`src/rtl/mod_reduce_serial.sv`:
```
// Serial constant-modulus reducer: z = x mod MOD, consuming CW operand bits per clock,
// most-significant chunk first (Horner order), with a valid/ready handshake on each side.
module mod_reduce_serial #(
   parameter int IN_W = 400,
   parameter int MOD  = 241,
   parameter int CW   = 6
) (
   input  logic                       clk,
   input  logic                       rst,
   input  logic                       in_valid,
   output logic                       in_ready,
   input  logic [IN_W-1:0]            x,
   output logic                       out_valid,
   input  logic                       out_ready,
   output logic [$clog2(MOD)-1:0]     z,
   output logic                       busy
);

   localparam int MW   = $clog2(MOD);
   localparam int NCH  = (IN_W + CW - 1) / CW;
   localparam int XW   = NCH * CW;
   localparam int TW   = MW + CW;
   localparam int CNTW = (NCH > 1) ? $clog2(NCH) : 1;

   if ((MOD < 2) || (MOD > 65535)) begin : g_bad_mod
      $error("mod_reduce_serial: MOD must lie in 2..65535");
   end
   if ((CW < 1) || (CW > 8)) begin : g_bad_cw
      $error("mod_reduce_serial: CW must lie in 1..8");
   end

   typedef enum logic [1:0] {
      S_IDLE = 2'd0,
      S_RUN  = 2'd1,
      S_DONE = 2'd2
   } state_t;

   // Since acc < MOD, acc*2^CW + c < MOD*2^CW, so CW conditional subtractions of
   // the modulus scaled by 2^k (k = CW-1 .. 0) always land the value below MOD.
   function automatic logic [MW-1:0] horner_step(input logic [MW-1:0] a, input logic [CW-1:0] c);
      logic [TW-1:0] t;
      t = {a, c};
      for (int k = CW - 1; k >= 0; k--) begin
         if (t >= (TW'(MOD) << k)) begin
            t = t - (TW'(MOD) << k);
         end else begin
            t = t;
         end
      end
      return t[MW-1:0];
   endfunction

   state_t           state_q, state_d;
   logic [XW-1:0]    x_q, x_d;
   logic [MW-1:0]    acc_q, acc_d;
   logic [CNTW-1:0]  cnt_q, cnt_d;
   logic             in_ready_q, in_ready_d;
   logic             out_valid_q, out_valid_d;
   logic             busy_q, busy_d;
   logic [MW-1:0]    z_q, z_d;

   // Next-state, datapath and registered-output decode
   always_comb begin
      state_d = state_q;
      x_d     = x_q;
      acc_d   = acc_q;
      cnt_d   = cnt_q;
      case (state_q)
         S_IDLE: begin
            if (in_valid) begin
               x_d     = XW'(x);
               acc_d   = {MW{1'b0}};
               cnt_d   = {CNTW{1'b0}};
               state_d = S_RUN;
            end else begin
               state_d = S_IDLE;
            end
         end
         S_RUN: begin
            acc_d = horner_step(acc_q, x_q[XW-1 -: CW]);
            x_d   = x_q << CW;
            cnt_d = cnt_q + CNTW'(1);
            if (cnt_q == CNTW'(NCH - 1)) begin
               state_d = S_DONE;
            end else begin
               state_d = S_RUN;
            end
         end
         S_DONE: begin
            if (out_ready) begin
               state_d = S_IDLE;
            end else begin
               state_d = S_DONE;
            end
         end
         default: begin
            state_d = S_IDLE;
         end
      endcase

      in_ready_d  = (state_d == S_IDLE);
      out_valid_d = (state_d == S_DONE);
      busy_d      = (state_d != S_IDLE);
      if (state_d == S_DONE) begin
         z_d = acc_d;
      end else begin
         z_d = {MW{1'b0}};
      end
   end

   // State, datapath and output registers with synchronous reset
   always_ff @(posedge clk) begin
      if (rst) begin
         state_q     <= S_IDLE;
         x_q         <= {XW{1'b0}};
         acc_q       <= {MW{1'b0}};
         cnt_q       <= {CNTW{1'b0}};
         in_ready_q  <= 1'b1;
         out_valid_q <= 1'b0;
         busy_q      <= 1'b0;
         z_q         <= {MW{1'b0}};
      end else begin
         state_q     <= state_d;
         x_q         <= x_d;
         acc_q       <= acc_d;
         cnt_q       <= cnt_d;
         in_ready_q  <= in_ready_d;
         out_valid_q <= out_valid_d;
         busy_q      <= busy_d;
         z_q         <= z_d;
      end
   end

   assign in_ready  = in_ready_q;
   assign out_valid = out_valid_q;
   assign busy      = busy_q;
   assign z         = z_q;

endmodule

```
`config.mk`:
```
export PLATFORM = sky130hd
export DESIGN_NAME = mod_reduce_serial
export DESIGN_NICKNAME = d
export VERILOG_FILES = /design/src/rtl/mod_reduce_serial.sv
export SDC_FILE = /design/constraint.sdc
export NUM_CORES = 1
export LEC_CHECK = 0
export ABC_AREA = 1
export CAP_MARGIN = 20
export CORE_ASPECT_RATIO = 0.75
export CORE_UTILIZATION = 40
export CTS_CLUSTER_SIZE = 14
export DETAILED_ROUTE_END_ITERATION = 7
export PLACE_DENSITY_LB_ADDON = 0.12
export RECOVER_POWER = 100
export SLEW_MARGIN = 40
export SYNTH_ARGS = -nofsm -noshare
export SYNTH_HDL_FRONTEND = slang
export SYNTH_SLANG_ARGS = --single-unit
```
`constraint.sdc`:
```
create_clock -name clk -period 5.2 [get_ports clk]
set_clock_uncertainty 0.1 [all_clocks]
set_input_delay 0.52 -clock clk [delete_from_list [all_inputs] [get_ports clk]]
set_output_delay 0.52 -clock clk [all_outputs]
set_load 0.01 [all_outputs]
```
# Word level (Yosys, flattened, before mapping)
# Cells that the tools add are included.
dict set report word_totals {
  regBits 430
  out_inout_bits 11
  in_bits 404
}
dict set report op_classes {
  n_lt_le_gt_ge 6
  mux 21
  n_addsub 7
  n_bitwise 1
  reduce_logical 6
  n_eq_ne 5
}
# cell count
set op_table {}
lappend op_table {{one-hot mux 402 bit (2 select lines)} 1}
lappend op_table {{2-to-1 mux 402 bit} 1}
lappend op_table {{2-to-1 mux 14 bit} 10}
lappend op_table {{2-to-1 mux 8 bit} 2}
lappend op_table {{one-hot mux 8 bit (2 select lines)} 1}
lappend op_table {{>= comparator 14 x 10 -> 1 bit (second input constant)} 1}
lappend op_table {{>= comparator 14 x 11 -> 1 bit (second input constant)} 1}
lappend op_table {{>= comparator 14 x 12 -> 1 bit (second input constant)} 1}
lappend op_table {{>= comparator 14 x 13 -> 1 bit (second input constant)} 1}
lappend op_table {{>= comparator 14 x 8 -> 1 bit (second input constant)} 1}
lappend op_table {{>= comparator 14 x 9 -> 1 bit (second input constant)} 1}
lappend op_table {{one-hot mux 7 bit (2 select lines)} 1}
lappend op_table {{subtractor 14 x 10 -> 14 bit (second input constant)} 1}
lappend op_table {{subtractor 14 x 11 -> 14 bit (second input constant)} 1}
lappend op_table {{subtractor 14 x 12 -> 14 bit (second input constant)} 1}
lappend op_table {{subtractor 14 x 13 -> 14 bit (second input constant)} 1}
lappend op_table {{subtractor 14 x 9 -> 14 bit (second input constant)} 1}
lappend op_table {{subtractor 8 bit (second input constant)} 1}
lappend op_table {{adder 7 x 1 -> 7 bit (second input constant)} 1}
lappend op_table {{== test 7 bit (second input constant)} 1}
lappend op_table {{2-to-1 mux 7 bit} 1}
lappend op_table {{one-hot mux 2 bit (3 select lines)} 1}
lappend op_table {{== test 2 bit (second input constant)} 2}
lappend op_table {{zero test 2 bit} 2}
lappend op_table {{8 further kinds} 10}

# Logic depth before layout (Yosys ltp)
dict set report logic_depth {
  ltp_word 18
  mapped_depth 52
}

# Least setup slack after synthesis
# No wires, ideal clock.
dict set report synth_timing {
  path_kind {register to register}
  start {register acc_q[7]}
  end {register acc_q[2]}
  arrival_ns 5.143
  n_path_buf 4
  slack_ns -0.175
  stages_incl_launch_ff 51
  cell_sequence {dfxtp_1 -> inv_2 -> nand2_1 -> nor2_2 -> nand3_2 -> nand3_4 -> buf_6 -> nand2_1 -> nand2_1 -> inv_1 -> ha_1 -> nand2_1 -> nor2_2 -> nor2_2 -> nor2_8 -> nand2_2 -> buf_6 -> inv_2 -> (+15 left out) -> nand2_2 -> inv_2 -> nand2_2 -> nor2_4 -> nand3_4 -> nand2_4 -> buf_6 -> nand2_1 -> and2_1 -> ha_1 -> inv_1 -> nand4_1 -> nand2_4 -> nand2_4 -> nand2_1 -> nand2_1 -> nand2_1 -> a21oi_1}
}
dict set report synth_via {
  elab_chain_cells 18
  word_cells_on_any_way 24
}
# element line_no
set synth_rtl {}
lappend synth_rtl {{start: declaration} 55} ;# logic [MW-1:0] acc_q, acc_d;
lappend synth_rtl {{start signal: assignment} 116} ;# acc_q <= {MW{1'b0}};
lappend synth_rtl {{subtractor 14 x 13 -> 14 bit or >= comparator 14 x 13 -> 1 bit (tied branches)} {45, 44}}
lappend synth_rtl {{2-to-1 mux 14 bit (*)} 44} ;# if (t >= (TW'(MOD) << k)) begin
lappend synth_rtl {{2-to-1 mux 14 bit (*)} 68} ;# case (state_q)
lappend synth_rtl {{subtractor 14 x 12 -> 14 bit or >= comparator 14 x 12 -> 1 bit (tied branches)} {45, 44}}
lappend synth_rtl {{2-to-1 mux 14 bit (*)} 44}
lappend synth_rtl {{2-to-1 mux 14 bit (*)} 68}
lappend synth_rtl {{subtractor 14 x 11 -> 14 bit or >= comparator 14 x 11 -> 1 bit (tied branches)} {45, 44}}
lappend synth_rtl {{2-to-1 mux 14 bit (*)} 44}
lappend synth_rtl {{(+2 left out)} -}
lappend synth_rtl {{2-to-1 mux 14 bit (*)} 44}
lappend synth_rtl {{2-to-1 mux 14 bit (*)} 68}
lappend synth_rtl {{subtractor 14 x 9 -> 14 bit or >= comparator 14 x 9 -> 1 bit (tied branches)} {45, 44}}
lappend synth_rtl {{2-to-1 mux 14 bit (*)} 44}
lappend synth_rtl {{2-to-1 mux 14 bit (*)} 68}
lappend synth_rtl {{>= comparator 14 x 8 -> 1 bit or subtractor 8 bit (tied branches)} {44, 45}}
lappend synth_rtl {{2-to-1 mux 8 bit (*)} 44}
lappend synth_rtl {{one-hot mux 8 bit (2 select lines) (*)} 68}
# Every way passes the cells marked *; elsewhere a longest branch is shown, timed or not. The select of a mux whose other input is x is not followed.
# A chain may end at the register's enable or synchronous reset.

# Worst setup path in the final report
dict set report layout_timing {
  start {register acc_q[1]}
  end {register z_q[5] (netlist: z[5])}
}
dict set report layout_via {
  elab_chain_cells 18
  word_cells_on_any_way 24
}
# element line_no
set layout_rtl {}
lappend layout_rtl {{subtractor 14 x 13 -> 14 bit or >= comparator 14 x 13 -> 1 bit (tied branches)} {45, 44}}
lappend layout_rtl {{2-to-1 mux 14 bit (*)} 44}
lappend layout_rtl {{2-to-1 mux 14 bit (*)} 68}
lappend layout_rtl {{subtractor 14 x 12 -> 14 bit or >= comparator 14 x 12 -> 1 bit (tied branches)} {45, 44}}
lappend layout_rtl {{2-to-1 mux 14 bit (*)} 44}
lappend layout_rtl {{2-to-1 mux 14 bit (*)} 68}
lappend layout_rtl {{subtractor 14 x 11 -> 14 bit or >= comparator 14 x 11 -> 1 bit (tied branches)} {45, 44}}
lappend layout_rtl {{2-to-1 mux 14 bit (*)} 44}
lappend layout_rtl {{(+2 left out)} -}
lappend layout_rtl {{2-to-1 mux 14 bit (*)} 44}
lappend layout_rtl {{2-to-1 mux 14 bit (*)} 68}
lappend layout_rtl {{subtractor 14 x 9 -> 14 bit or >= comparator 14 x 9 -> 1 bit (tied branches)} {45, 44}}
lappend layout_rtl {{2-to-1 mux 14 bit (*)} 44}
lappend layout_rtl {{2-to-1 mux 14 bit (*)} 68}
lappend layout_rtl {{>= comparator 14 x 8 -> 1 bit or subtractor 8 bit (tied branches)} {44, 45}}
lappend layout_rtl {{2-to-1 mux 8 bit (*)} 44}
lappend layout_rtl {{one-hot mux 8 bit (2 select lines) (*)} 68}
lappend layout_rtl {{end signal: assignment} 121} ;# z_q <= {MW{1'b0}};
lappend layout_rtl {{end signal: assignment} 130} ;# z_q <= z_d;
lappend layout_rtl {{end: declaration} 60} ;# logic [MW-1:0] z_q, z_d;
# Marked as above.

==> metrics.md <==
| Metric | Value |
|---|---|
| Status | finished with violations |
| Failing checks | max-capacitance violations, max-slew violations, negative setup slack |
| Post-synth EDFFs | 0 |
| Post-Synthesis Cell Area | 0.0199 mm2 |
| RePlAce Congestion | 0.853 |
| Slew Limit Fails | 56 |
| Max-cap viol count | 1 |
| Worst Setup Start Kind | register |
| Via density per instance | 5.11 |
| RSZ-0062 raised after global routing | true |
| Wire per inst | 16.4 um |
| Largest net degree at the start of global routing | 179 |
| Worst setup EP type | register |
| Final worst slack | -0.123 ns |
| WS Path Type | reg2reg |
| Global-route wire length before repair | 104 mm |
| Area of the multi-input gates | 0.0105 mm2 |
| Share of post-route cells with drive strength above 1 | 15.2% |
| Fmax | 188 MHz |
| Clock net sink count | 430 |
| TNS Setup | -1.62 ns |
| Family with the most delay on the worst path | simple AND/OR/NAND/NOR gates |
| Sequential cell area | 0.00862 mm2 |
| Area growth, synth to finish | 41.8% |
| Worst slew margin | -69.7% |
| Finish-stage setup viols | 16 |
| Via count | 20621 |
| CTS buffer count | 46 |
| Initial antenna violation count | 19 |
| DRT Pass-1 Iters | 5 |
| Hold Crit Class | in2reg |
| Vias in the first global route | 19309 |
| Yosys top cell area share | 43.2% |
| CTS clk-pin slew, worst paths | 0.06 ns |
| Clk pwr share | 20.9% |
| NetSw | 0.00682 W |
| Antenna Violating Nets Remaining | 0 |
| Worst skew pair latency | 0.58 ns |
| Sequential Power Share | 22.1% |
| CTS max path bufs | 3 |
| GRT Resource Usage Total | 25.3% |
| Die Width | 260 um |
| Buf/Inv on CP | 7 |
| Core Rows | 70 |
| DR top layer | met5 |
| Clk root buf | clkbuf_16 |
| Mapped Cells | 2872 |
| # nets final | 3755 |
| Min Clock Period, post-route | 5.32 ns |
| Internal power | 0.00982 W |
| TritonCTS clock tree | yes |
| IO Pins | 415 |
| Synth Flop Type | dfxtp_1 |
| # DRC | 0 |
| PortBufs | 414 |
| Total grt overflow | 0 |
| Starting density of the core | 40.7% |
| VDD IR-drop max | 0.000742 V |
| Final wirelength | 66.0 mm |
| Comb pwr share | 57.0% |
| Cell mode on critical path | nand2_4 |
| Synth Warn # | 0 |
| Max incr delay on CP | 0.36 ns |
| Placed cell areas | 0.0255 mm2 |
| M1 wire length | 31.1 mm |
| Worst slew pin tran | 2.55 ns |
| CP required | 5.60 ns |
| Synth Net Count | 3285 |
| Hpwl dp | 44.8 mm |
| Critical Path Fanout Max | 8 |
| Mean Syn Cell Area | 6.93 um2 |
| Final Hold Fails | 0 |
| Flops & latches, synth | 430 |
| WP data arrival | 5.72 ns |
| Design Area, Final | 0.0282 mm2 |
| Cell Pwr Density | 590 mW/mm2 |
| Period utilization | 102% |
| Fraction of registers with async set/reset | 0% |
| Sw frac | 41.0% |
| Die H | 195 um |
| Core footprint | 0.0490 mm2 |
| Register area share after synthesis | 43.2% |
| Metal3 WL | 4.45 mm |
| DIE AREA | 0.0507 mm2 |
| Post-CTS Hold Fix Bufs | 0 |
| Largest cells by area after synthesis | dfxtp_1, nand2_1, a31oi_1 |
| Met2 Wirelength | 28.7 mm |
| Initial DRC Count | 1663 |
| Synth unique cells | 44 |
| H-Tree Level Count | 2 |
| Largest area contributor in the netlist | dfxtp_1 |
| Fillcell total | 4585 |
| Leak | 11.3 nW |
| CP max-delay cell | dfxtp_4 |
-- cell type report --
| type | count | area share [%] |
|---|---|---|
| multi-input combinational | 2014 | 37.1 |
| inverter | 249 | 3.38 |
| sequential | 430 | 30.5 |
| timing repair buffer | 601 | 20.3 |
| antenna | 13 | 0.115 |
| clock inverter | 16 | 0.762 |
| tap | 648 | 2.87 |
| clock buffer | 68 | 4.94 |
-- cells in the mapped netlist, types with 15 or more instances --
master	instances
nand2_1	1209
a221oi_1	42
nor2_2	16
nand2_2	28
xor2_1	24
a31oi_1	269
o211ai_1	43
o221ai_1	40
nor2_1	129
inv_1	233
nand3_1	91
nand4_1	15
clkbuf_1	174
dfxtp_1	430
a21oi_1	35
-- flip-flops by register name, indices dropped and copies added, names as in the netlist --
register and count:
state_q 2, busy 1, acc_q 8, z 8, out_valid 1, cnt_q 7, in_ready 1, x_q 402
-- metrics by stage --
stage	setup slack (ns)	cells	utilization [%]	hold slack [ns]	total power [W]
3_3_place_gp	-0.116	3898	51.9	0.349	0.0115
6_report	-0.123	4039	57.7	0.168	0.0166
4_1_cts	0.00222	4002	56.1	0.336	0.0155
2_1_floorplan	-0.00621	2872	-	0.341	0.00835
5_1_grt	-0.450	4035	57.6	0.168	0.0178
3_5_place_dp	-0.262	3899	52.0	0.360	0.0115
-- what timing repair did --
action | CTS | global route
cloned | 3 | 2
buffers inserted | 16 | 21
pin swaps | 38 | 76
resized for setup | 60 | 131
setup endpoints to repair | 16 | 16
-- cells in the final DEF (no fill, tap or decap), types with 47 or more instances in the layout --
cell / Yosys / final
a31oi_1: 269 / 269
buf_4: 0 / 162
clkbuf_16: 0 / 47
clkdlybuf4s50_1: 0 / 413
dfxtp_1: 430 / 423
inv_1: 233 / 221
nand2_1: 1209 / 1156
nand2_2: 28 / 68
nand3_1: 91 / 56
nor2_1: 129 / 111
-- path summary, 6_finish.rpt --
path,from,endpoint,slack (ns),depth (start not counted)
min reg2reg,x_q[2]$_SDFFE_PP0P_,x_q[2]$_SDFFE_PP0P_,0.37,2
min,rst,x_q[313]$_SDFFE_PP0P_,0.17,2
max reg2reg,acc_q[1]$_SDFF_PP0_,z[5]$_SDFF_PP0_,-0.12,43
max,acc_q[1]$_SDFF_PP0_,z[5]$_SDFF_PP0_,-0.12,43
-- per-layer routing --
| metal | vias up | track usage, % |
|---|---|---|
| li1 | 10325 | - |
| met4 | 16 | 8.04 |
| met5 | - | 0 |
| met3 | 121 | 6.09 |
| met2 | 502 | 37.3 |
| met1 | 9657 | 36.1 |
-- cells by family (layout without fill, tap and decap cells) --
| logic type | Yosys count | after routing | synth area share [%] |
|---|---|---|---|
| AOI/OAI and AO/OA | 449 | 449 | 15.3 |
| xor gates and xnor gates | 25 | 25 | 1.10 |
| adders and majority gates | 9 | 9 | 0.566 |
| buffers and inverters | 433 | 934 | 8.33 |
| DFF | 430 | 430 | 43.2 |
| other | 0 | 13 | 0 |
| and+or+nand+nor | 1526 | 1531 | 31.5 |
-- power groups by stage --
stage | logic, W | registers [W] | clock network [W]
detailed placement | 0.00779 | 0.00373 | 0
global route | 0.0104 | 0.00370 | 0.00369
floorplan | 0.00463 | 0.00371 | 0
finish | 0.00949 | 0.00367 | 0.00348
CTS | 0.00832 | 0.00367 | 0.00356
global placement | 0.00775 | 0.00373 | 0
Note: power is estimated with default switching activity, not from simulation.
